===== src/rtl/mge_link_rst_pkg.sv =====
// Shared types and constants for the MGE link reset sequencer.
package mge_link_rst_pkg;

    localparam int RETRY_W = 8;

    typedef enum logic [2:0] {
        ST_PULSE    = 3'd0,
        ST_WAIT_RDY = 3'd1,
        ST_SETTLE   = 3'd2,
        ST_RUN      = 3'd3,
        ST_FAIL     = 3'd4
    } seq_state_e;

    function automatic logic [RETRY_W-1:0] sat_inc(input logic [RETRY_W-1:0] v);
        return (v == {RETRY_W{1'b1}}) ? v : v + RETRY_W'(1);
    endfunction

endpackage


===== src/rtl/mge_link_rst_timer.sv =====
// Clear/enable up-counter that stops at CYC-1 and flags the terminal count.
module mge_link_rst_timer #(
    parameter int unsigned CYC = 4
) (
    input  logic i_clock,
    input  logic i_reset,
    input  logic i_clr,
    input  logic i_en,
    output logic o_tc
);

    localparam int unsigned W  = (CYC > 1) ? $clog2(CYC) : 1;
    localparam logic [W-1:0] TC = W'(CYC - 1);

    logic [W-1:0] r_cnt;

    always_ff @(posedge i_clock) begin
        if (i_reset || i_clr) begin
            r_cnt <= '0;
        end else if (i_en && !o_tc) begin
            r_cnt <= r_cnt + W'(1);
        end
    end

    assign o_tc = (r_cnt == TC);

endmodule


===== src/rtl/mge_link_reset_sequencer.sv =====
// Transceiver channel reset / MAC reset release sequencer with timeout and retry.
// Define MGE_LINK_LOCK_MONITOR_EN to restart the link on sustained CDR lock loss in RUN.
//
// state    | meaning
// PULSE    | xcvr_rst_req asserted for RST_PULSE_CYC non-busy cycles
// WAIT_RDY | waiting for tx_ready & rx_ready, timeout running
// SETTLE   | both readies must hold for SETTLE_CYC cycles
// RUN      | MAC resets released, link_up
// FAIL     | retries exhausted, parked until reconfig_req or reset
module mge_link_reset_sequencer
    import mge_link_rst_pkg::*;
#(
    parameter int unsigned RST_PULSE_CYC     = 32,
    parameter int unsigned READY_TIMEOUT_CYC = 1000000,
    parameter int unsigned SETTLE_CYC        = 16,
    parameter int unsigned LOCK_DEBOUNCE_CYC = 64,
    parameter int unsigned MAX_RETRY         = 0
) (
    input  logic               i_clock,
    input  logic               i_reset,
    input  logic               i_reconfig_req,
    input  logic               i_reconfig_busy,
    input  logic               i_tx_ready,
    input  logic               i_rx_ready,
    input  logic               i_rx_is_lockedtodata,
    output logic               o_xcvr_rst_req,
    output logic               o_mac_tx_reset,
    output logic               o_mac_rx_reset,
    output logic               o_link_up,
    output logic               o_timeout_err,
    output logic [RETRY_W-1:0] o_retry_cnt,
    output logic [2:0]         o_seq_state
);

    seq_state_e         r_state;
    seq_state_e         w_state_next;
    logic               r_xcvr_rst_req;
    logic               r_mac_reset;
    logic               r_link_up;
    logic               r_timeout_err;
    logic [RETRY_W-1:0] r_retry_cnt;
    logic [RETRY_W-1:0] w_retry_inc;
    logic               w_xcvr_rst_req;
    logic               w_mac_reset;
    logic               w_link_up;
    logic               w_both_ready;
    logic               w_pulse_tc;
    logic               w_to_tc;
    logic               w_settle_tc;
    logic               w_timeout;
    logic               w_lock_loss;
    logic               w_retry_exhausted;

    assign w_both_ready = i_tx_ready & i_rx_ready;
    assign w_retry_inc  = sat_inc(r_retry_cnt);
    assign w_retry_exhausted = (MAX_RETRY != 0) && (32'(w_retry_inc) >= MAX_RETRY);

    mge_link_rst_timer #(.CYC(RST_PULSE_CYC)) u_pulse_tmr (
        .i_clock (i_clock),
        .i_reset (i_reset),
        .i_clr   ((r_state != ST_PULSE) || i_reconfig_req),
        .i_en    ((r_state == ST_PULSE) && !i_reconfig_busy),
        .o_tc    (w_pulse_tc)
    );

    mge_link_rst_timer #(.CYC(READY_TIMEOUT_CYC)) u_timeout_tmr (
        .i_clock (i_clock),
        .i_reset (i_reset),
        .i_clr   ((r_state != ST_WAIT_RDY) || i_reconfig_req),
        .i_en    (r_state == ST_WAIT_RDY),
        .o_tc    (w_to_tc)
    );

    mge_link_rst_timer #(.CYC(SETTLE_CYC)) u_settle_tmr (
        .i_clock (i_clock),
        .i_reset (i_reset),
        .i_clr   ((r_state != ST_SETTLE) || i_reconfig_req),
        .i_en    (r_state == ST_SETTLE),
        .o_tc    (w_settle_tc)
    );

`ifdef MGE_LINK_LOCK_MONITOR_EN
    logic w_dbn_tc;

    mge_link_rst_timer #(.CYC(LOCK_DEBOUNCE_CYC)) u_lock_dbn_tmr (
        .i_clock (i_clock),
        .i_reset (i_reset),
        .i_clr   ((r_state != ST_RUN) || i_rx_is_lockedtodata || i_reconfig_req),
        .i_en    ((r_state == ST_RUN) && !i_rx_is_lockedtodata),
        .o_tc    (w_dbn_tc)
    );

    assign w_lock_loss = (r_state == ST_RUN) && !i_rx_is_lockedtodata && w_dbn_tc
                         && !i_reconfig_req;
`else
    logic [1:0] w_unused_lock;
    assign w_unused_lock = {i_rx_is_lockedtodata, (LOCK_DEBOUNCE_CYC == 0)};
    assign w_lock_loss   = 1'b0;
`endif

    // A ready pair arriving in the timeout cycle wins over the timeout.
    assign w_timeout = (r_state == ST_WAIT_RDY) && w_to_tc && !w_both_ready && !i_reconfig_req;

    always_ff @(posedge i_clock) begin
        if (i_reset) begin
            r_state        <= ST_PULSE;
            r_xcvr_rst_req <= 1'b1;
            r_mac_reset    <= 1'b1;
            r_link_up      <= 1'b0;
        end else begin
            r_state        <= w_state_next;
            r_xcvr_rst_req <= w_xcvr_rst_req;
            r_mac_reset    <= w_mac_reset;
            r_link_up      <= w_link_up;
        end
    end

    always_comb begin
        w_state_next = r_state;
        if (i_reconfig_req) begin
            w_state_next = ST_PULSE;
        end else if (w_lock_loss) begin
            w_state_next = ST_PULSE;
        end else begin
            case (r_state)
                ST_PULSE: begin
                    if (w_pulse_tc && !i_reconfig_busy) w_state_next = ST_WAIT_RDY;
                end
                ST_WAIT_RDY: begin
                    if (w_both_ready)   w_state_next = ST_SETTLE;
                    else if (w_timeout) w_state_next = w_retry_exhausted ? ST_FAIL : ST_PULSE;
                end
                ST_SETTLE: begin
                    if (!w_both_ready)    w_state_next = ST_WAIT_RDY;
                    else if (w_settle_tc) w_state_next = ST_RUN;
                end
                ST_RUN: begin
                    if (!w_both_ready) w_state_next = ST_WAIT_RDY;
                end
                ST_FAIL: w_state_next = ST_FAIL;
                default: w_state_next = ST_PULSE;
            endcase
        end
    end

    // Outputs are decoded from the next state and registered with it.
    always_comb begin
        w_xcvr_rst_req = 1'b1;
        w_mac_reset    = 1'b1;
        w_link_up      = 1'b0;
        case (w_state_next)
            ST_WAIT_RDY, ST_SETTLE: begin
                w_xcvr_rst_req = 1'b0;
            end
            ST_RUN: begin
                w_xcvr_rst_req = 1'b0;
                w_mac_reset    = 1'b0;
                w_link_up      = 1'b1;
            end
            default: ;
        endcase
    end

    always_ff @(posedge i_clock) begin
        if (i_reset || i_reconfig_req) begin
            r_timeout_err <= 1'b0;
            r_retry_cnt   <= '0;
        end else begin
            if (w_timeout) r_timeout_err <= 1'b1;
            if (w_timeout || w_lock_loss) r_retry_cnt <= w_retry_inc;
        end
    end

    assign o_xcvr_rst_req = r_xcvr_rst_req;
    assign o_mac_tx_reset = r_mac_reset;
    assign o_mac_rx_reset = r_mac_reset;
    assign o_link_up      = r_link_up;
    assign o_timeout_err  = r_timeout_err;
    assign o_retry_cnt    = r_retry_cnt;
    assign o_seq_state    = r_state;

endmodule

===== config.mk =====
export PLATFORM = sky130hd
export DESIGN_NAME = mge_link_reset_sequencer
export DESIGN_NICKNAME = d
export VERILOG_FILES = /design/src/rtl/mge_link_rst_pkg.sv /design/src/rtl/mge_link_rst_timer.sv /design/src/rtl/mge_link_reset_sequencer.sv
export SDC_FILE = /design/constraint.sdc
export NUM_CORES = 1
export LEC_CHECK = 0
export CELL_PAD_IN_SITES_DETAIL_PLACEMENT = 1
export CELL_PAD_IN_SITES_GLOBAL_PLACEMENT = 1
export CORE_MARGIN = 3
export CORE_UTILIZATION = 38
export CTS_CLUSTER_DIAMETER = 120
export DETAILED_ROUTE_END_ITERATION = 8
export HOLD_SLACK_MARGIN = 0.02
export PLACE_DENSITY_LB_ADDON = 0.1
export SYNTH_ARGS = -nofsm -noshare
export SYNTH_HDL_FRONTEND = slang
export SYNTH_SLANG_ARGS = --single-unit

===== constraint.sdc =====
create_clock -name i_clock -period 2.15 [get_ports i_clock]
set_clock_uncertainty 0.05 [all_clocks]
set_input_delay 0.3225 -clock i_clock [delete_from_list [all_inputs] [get_ports i_clock]]
set_output_delay 0.3225 -clock i_clock [all_outputs]
set_load 0.01 [all_outputs]

---- Word level (Yosys, flattened, before mapping) ----
Index checks and enable logic that the tools add are counted.
storage, ports and cells
  flip-flop bits (word level) ............. 44
  bits of input ports ..................... 7
  output and inout port bits .............. 16
  word-level logic and storage cells ...... 64
operators by class
  add/subtract/negate cells ............... 4
  equal/unequal tests ..................... 13
  muxes and demuxes ....................... 11
  bitwise gates (word level) .............. 2
  reductions and logical operators ........ 25
operators by type and width
  operator               number
  $mux 3                 7
  $add 20x1->20 const B  1
  $eq 20x20->1 const B   1
  $pmux 3 s5             1
  $eq 3x2->1 const B     4
  $add 8x1->8 const B    1
  $eq 8x8->1 const B     1
  $logic_and 1x1->1      8
  $logic_or 1x1->1       7
  $eq 3x1->1 const B     2
  $logic_not 1->1        6
  $add 5x1->5 const B    1
  $eq 5x5->1 const B     1
  $add 4x1->4 const B    1
  $eq 4x4->1 const B     1
  $eq 3x3->1 const B     1
  $logic_not 3->1        1
  $mux 1                 3
  $ne 3x1->1 const B     1
  $ne 3x2->1 const B     1
  $reduce_bool 3->1      1
  $reduce_or 3->1        1
  $reduce_and 2->1       1
  $and 1x1->1            1
  $not 1->1              1

---- Depth between registers and ports, before layout ----
  depth after elaboration ................. 11
  gate-level depth with buffers ........... 8
  depth with buffers taken out ............ 7

---- By module ----
A second synthesis with hierarchy kept.
unflattened totals
  cell total of the unflattened synthesis .. 241
  area, all modules ....................... 2158.3 um2
by module, submodules not included
  module                              times used  cells each  area an instance (um2)  seq. area each (um2)
  mge_link_rst_timer (u_timeout_tmr)  1           114         998.5                   400.4
  mge_link_reset_sequencer            1           79          709.4                   300.3
  mge_link_rst_timer (u_pulse_tmr)    1           26          239.0                   100.1
  mge_link_rst_timer (u_settle_tmr)   1           22          211.5                   80.1

---- Worst setup path after synthesis ----
OpenSTA, ideal clock, no wires.
  kind .................................... reg2reg
  start point ............................. register u_timeout_tmr.r_cnt[0]
  end point ............................... register r_retry_cnt[3], in the netlist o_retry_cnt[3]
  setup time .............................. 0.071 ns
  arrival ................................. 2.017 ns
  required time ........................... 2.029 ns
  setup slack ............................. 0.013 ns
  cell stages (with the launch flop) ...... 7
  path buffers ............................ 0
  clock period less this slack ............ 2.137 ns
  path through ............................ dfxtp_1 > ha_1 > and4_4 > nand4_4 > or4b_4 > or3_1 > a21oi_1
on the way
  longest elaborated chain between the ends .. 5
ends and longest elaborated chain
  what                               RTL line                         text
  start, declared                    mge_link_rst_timer.sv:15         logic [W-1:0] r_cnt;
  start signal, assigned             mge_link_rst_timer.sv:21         r_cnt <= r_cnt + W'(1);
  $eq 20x20->1                       mge_link_rst_timer.sv:25         assign o_tc = (r_cnt == TC);
  $logic_and 1x1->1 (3 in series)    mge_link_reset_sequencer.sv:102  assign w_timeout = (r_state == ST_WAIT_RDY) && w_to_tc && !w_both_ready && !i_reconfig_req;
  $reduce_and 2->1 (no source line)  --
  end signal, assigned               mge_link_reset_sequencer.sv:170  if (w_timeout || w_lock_loss) r_retry_cnt <= w_retry_inc;
  end, declared                      mge_link_reset_sequencer.sv:41   logic [RETRY_W-1:0] r_retry_cnt;
No other way between the ends.
A chain may end at the register's enable or synchronous reset.

---- Worst setup path in the final report ----
Ends and elaborated chain as after synthesis.

==> flow_metrics.tcl <==
set metrics [dict create \
    min_period_ps 2088 \
    syn2layout_area_growth_pct 31.91 \
    cts_buffers 5 \
    yosysWarningCount 0 \
    wl_met2_um 2336 \
    cts_tree "done" \
    clk_pin_slew_worst_paths_ps 90 \
    ys.flop_type "dfxtp_1" \
    run_status "complete, no violations" \
    drcViolationCount 0 \
    grt_util_all_layers_pct 16.97 \
    clockBufferDepth 2 \
    synth_area_leaders "dfxtp_1, nor2_1, xnor2_1, nand3_1, ha_1" \
    hold_buffers 0 \
    fin_hold_ws_ps 432.2 \
    regToRegStartpoint "u_timeout_tmr.r_cnt[0]" \
    grt_max_degree 20 \
    arrival_ps 2260 \
    maxCapViolCount 0 \
    clockRootBuffer "clkbuf_8" \
    synth_most_common_cell "dfxtp_1" \
    rsz0062_at_grt "false" \
    drive_gt1_share_pct 17.83 \
    fin_area_sq_um 2715 \
    maxSlewHeadroom_pct 76.18 \
    worst_ir_drop_vdd_mv 0.2480 \
    syn_avg_cell_area_sq_um 8.872 \
    wl_met3_um 114 \
    start_kind "flop" \
    ant_nets 0 \
    routed-via-count 1857 \
    min_path_type "reg2reg" \
    port-buffer-count 21 \
    slew_violations 0 \
    hpwl_um 3711 \
    insertion_delay_ps 290 \
    startpoint "u_timeout_tmr.r_cnt[0]" \
    yosys.area.top_type "dfxtp_1" \
    grt_pass1_vias 1844 \
    cts_sinks 44 \
    die_h_um 79.60 \
    ys_types 38 \
    finalCritPeriodShare_pct 97.13 \
    synth-edff-count 0 \
    synth_common_cells "dfxtp_1, nor2_1, nand2_1, nand3_1, xnor2_1" \
    core.rowCount 26 \
    synth_area_sq_um 2058 \
    placed_area_sq_um 2551 \
    grt_pass1_wl_um 8618 \
    fp.dieArea_sq_um 6335 \
    nets 297 \
    netlist_instances 232 \
    fin_cells 356 \
    synth_top_area_share_pct 42.80 \
    synth_nets 244 \
    worstPathMaxFanout 5 \
    fillers 605 \
    met1_length_um 2554 \
    drtIter0Drc 73 \
    power.density_nw_per_um2 545.8 \
    routedWlPerCell_um 14.15 \
    start_util_pct 39.79 \
    firstDrtPassIters 4 \
    power.leakage_nw 0.9621 \
    vias_per_cell 5.216 \
    htree_levels 2 \
    end_kind "flop" \
    dp_cells 347 \
    coreArea_sq_um 5172 \
    routed_wl_um 5039 \
    crit_type "reg2reg" \
    diodes 0 \
    final_core_utilization_pct 52.49 \
    io_pins 23 \
    setup_violations 0 \
    ys_async_sr_fraction_pct 0 \
    die_w_um 79.60 \
    max_freq_ghz 0.4788 \
    hold_viol_final 0 \
    tightest_slew_ps 352.3 \
    grt_overflow 0 \
    highest_layer "met4" \
    synth_seq_area_share_pct 42.80 \
    grt_antenna_before_repair 0 \
    synth_seq_cells 44 \
    min_from "o_timeout_err" \
    globalplace.congestion 0.7680 \
    cp.required_ps 2330 \
]
-- report_power, final --
group	switching, mW	internal [mW]	leakage (nW)
clock network	0.287	0.345	0.0552
logic	0.0157	0.0174	0.552
registers	0.00123	0.815	0.355
-- cell usage in the layout, fill, tap and decap left out, drive strengths merged, types with 8 or more instances in the layout --
| cell | count |
|---|---|
| nand4 | 8 |
| nand3 | 13 |
| dfxtp | 44 |
| nand2 | 13 |
| a21oi | 9 |
| nor2 | 37 |
| o21ai | 9 |
| clkdlybuf4s50 | 21 |
| xnor2 | 12 |
| nor3 | 9 |
| buf | 30 |
-- logic make-up (layout without fill, tap and decap cells) --
| logic type | Yosys count | in the layout | share of synthesized area (%) |
|---|---|---|---|
| mux | 6 | 6 | 2.918 |
| simple gates | 120 | 120 | 33.07 |
| fa+ha+maj | 5 | 5 | 3.040 |
| buf+inv | 11 | 65 | 2.188 |
| flops | 44 | 44 | 42.80 |
| compound gates | 27 | 27 | 7.903 |
| xor+xnor | 19 | 19 | 8.085 |
-- metal layers --
layer  up-vias  GRT usage [%]
met3         4          4.289
met2        14          27.21
met1       894          22.62
met5         -              0
li1        945              -
met4         0          4.467
-- path summary, 6_finish.rpt --
path / slack, ps / depth (start not counted) / end
setup / recovery: 60 / 6 / o_retry_cnt[3]
hold reg to reg: 430 / 2 / o_timeout_err
hold / removal: 430 / 2 / o_timeout_err
setup reg to reg: 60 / 6 / o_retry_cnt[3]
-- critical path, stage by stage, from the launching register on --
cell and delay (ps):
dfxtp_1 350, ha_1 190, and4_4 250, nand4_4 110, or4b_4 570, or3_1 360, a21oi_1 150
-- repair_timing --
item / CTS / global route
resized for setup: 1 / 7
hold endpoints to repair: 0 / 0
setup endpoints to repair: 1 / 2
setup buffers: 0 / 1
pin swaps: 0 / 2
-- metrics by stage --
stage | power, mW | worst slack, ps | setup TNS (ps)
final | 1.482 | 61.62 | 0
after global routing | 1.545 | 4.464 | 0
after CTS | 1.505 | 2.026 | 0
after detailed placement | 0.8695 | -55.31 | -55.52
after global placement | 0.8691 | -4.791 | -4.791
after floorplan | 0.8511 | 12.59 | 0
-- final cells by class --
| class | instances | area, sq um | share of cell area (%) |
|---|---|---|---|
| Multi-Input combinational cell | 177 | 1180 | 43.46 |
| Sequential cell | 44 | 882.1 | 32.49 |
| Timing Repair Buffer | 51 | 435.4 | 16.04 |
| Tap cell | 70 | 87.58 | 3.226 |
| Clock buffer | 6 | 72.57 | 2.673 |
| Clock inverter | 2 | 35.03 | 1.290 |
| Inverter | 6 | 22.52 | 0.8295 |
-- sequential cells by signal, summed over array words and instances (netlist names) --
register / flops
u_settle_tmr.r_cnt: 4
o_mac_rx_reset: 1
o_xcvr_rst_req: 1
o_retry_cnt: 8
u_timeout_tmr.r_cnt: 20
o_timeout_err: 1
o_seq_state: 3
o_link_up: 1
u_pulse_tmr.r_cnt: 5
(Power assumes the default switching activity.)
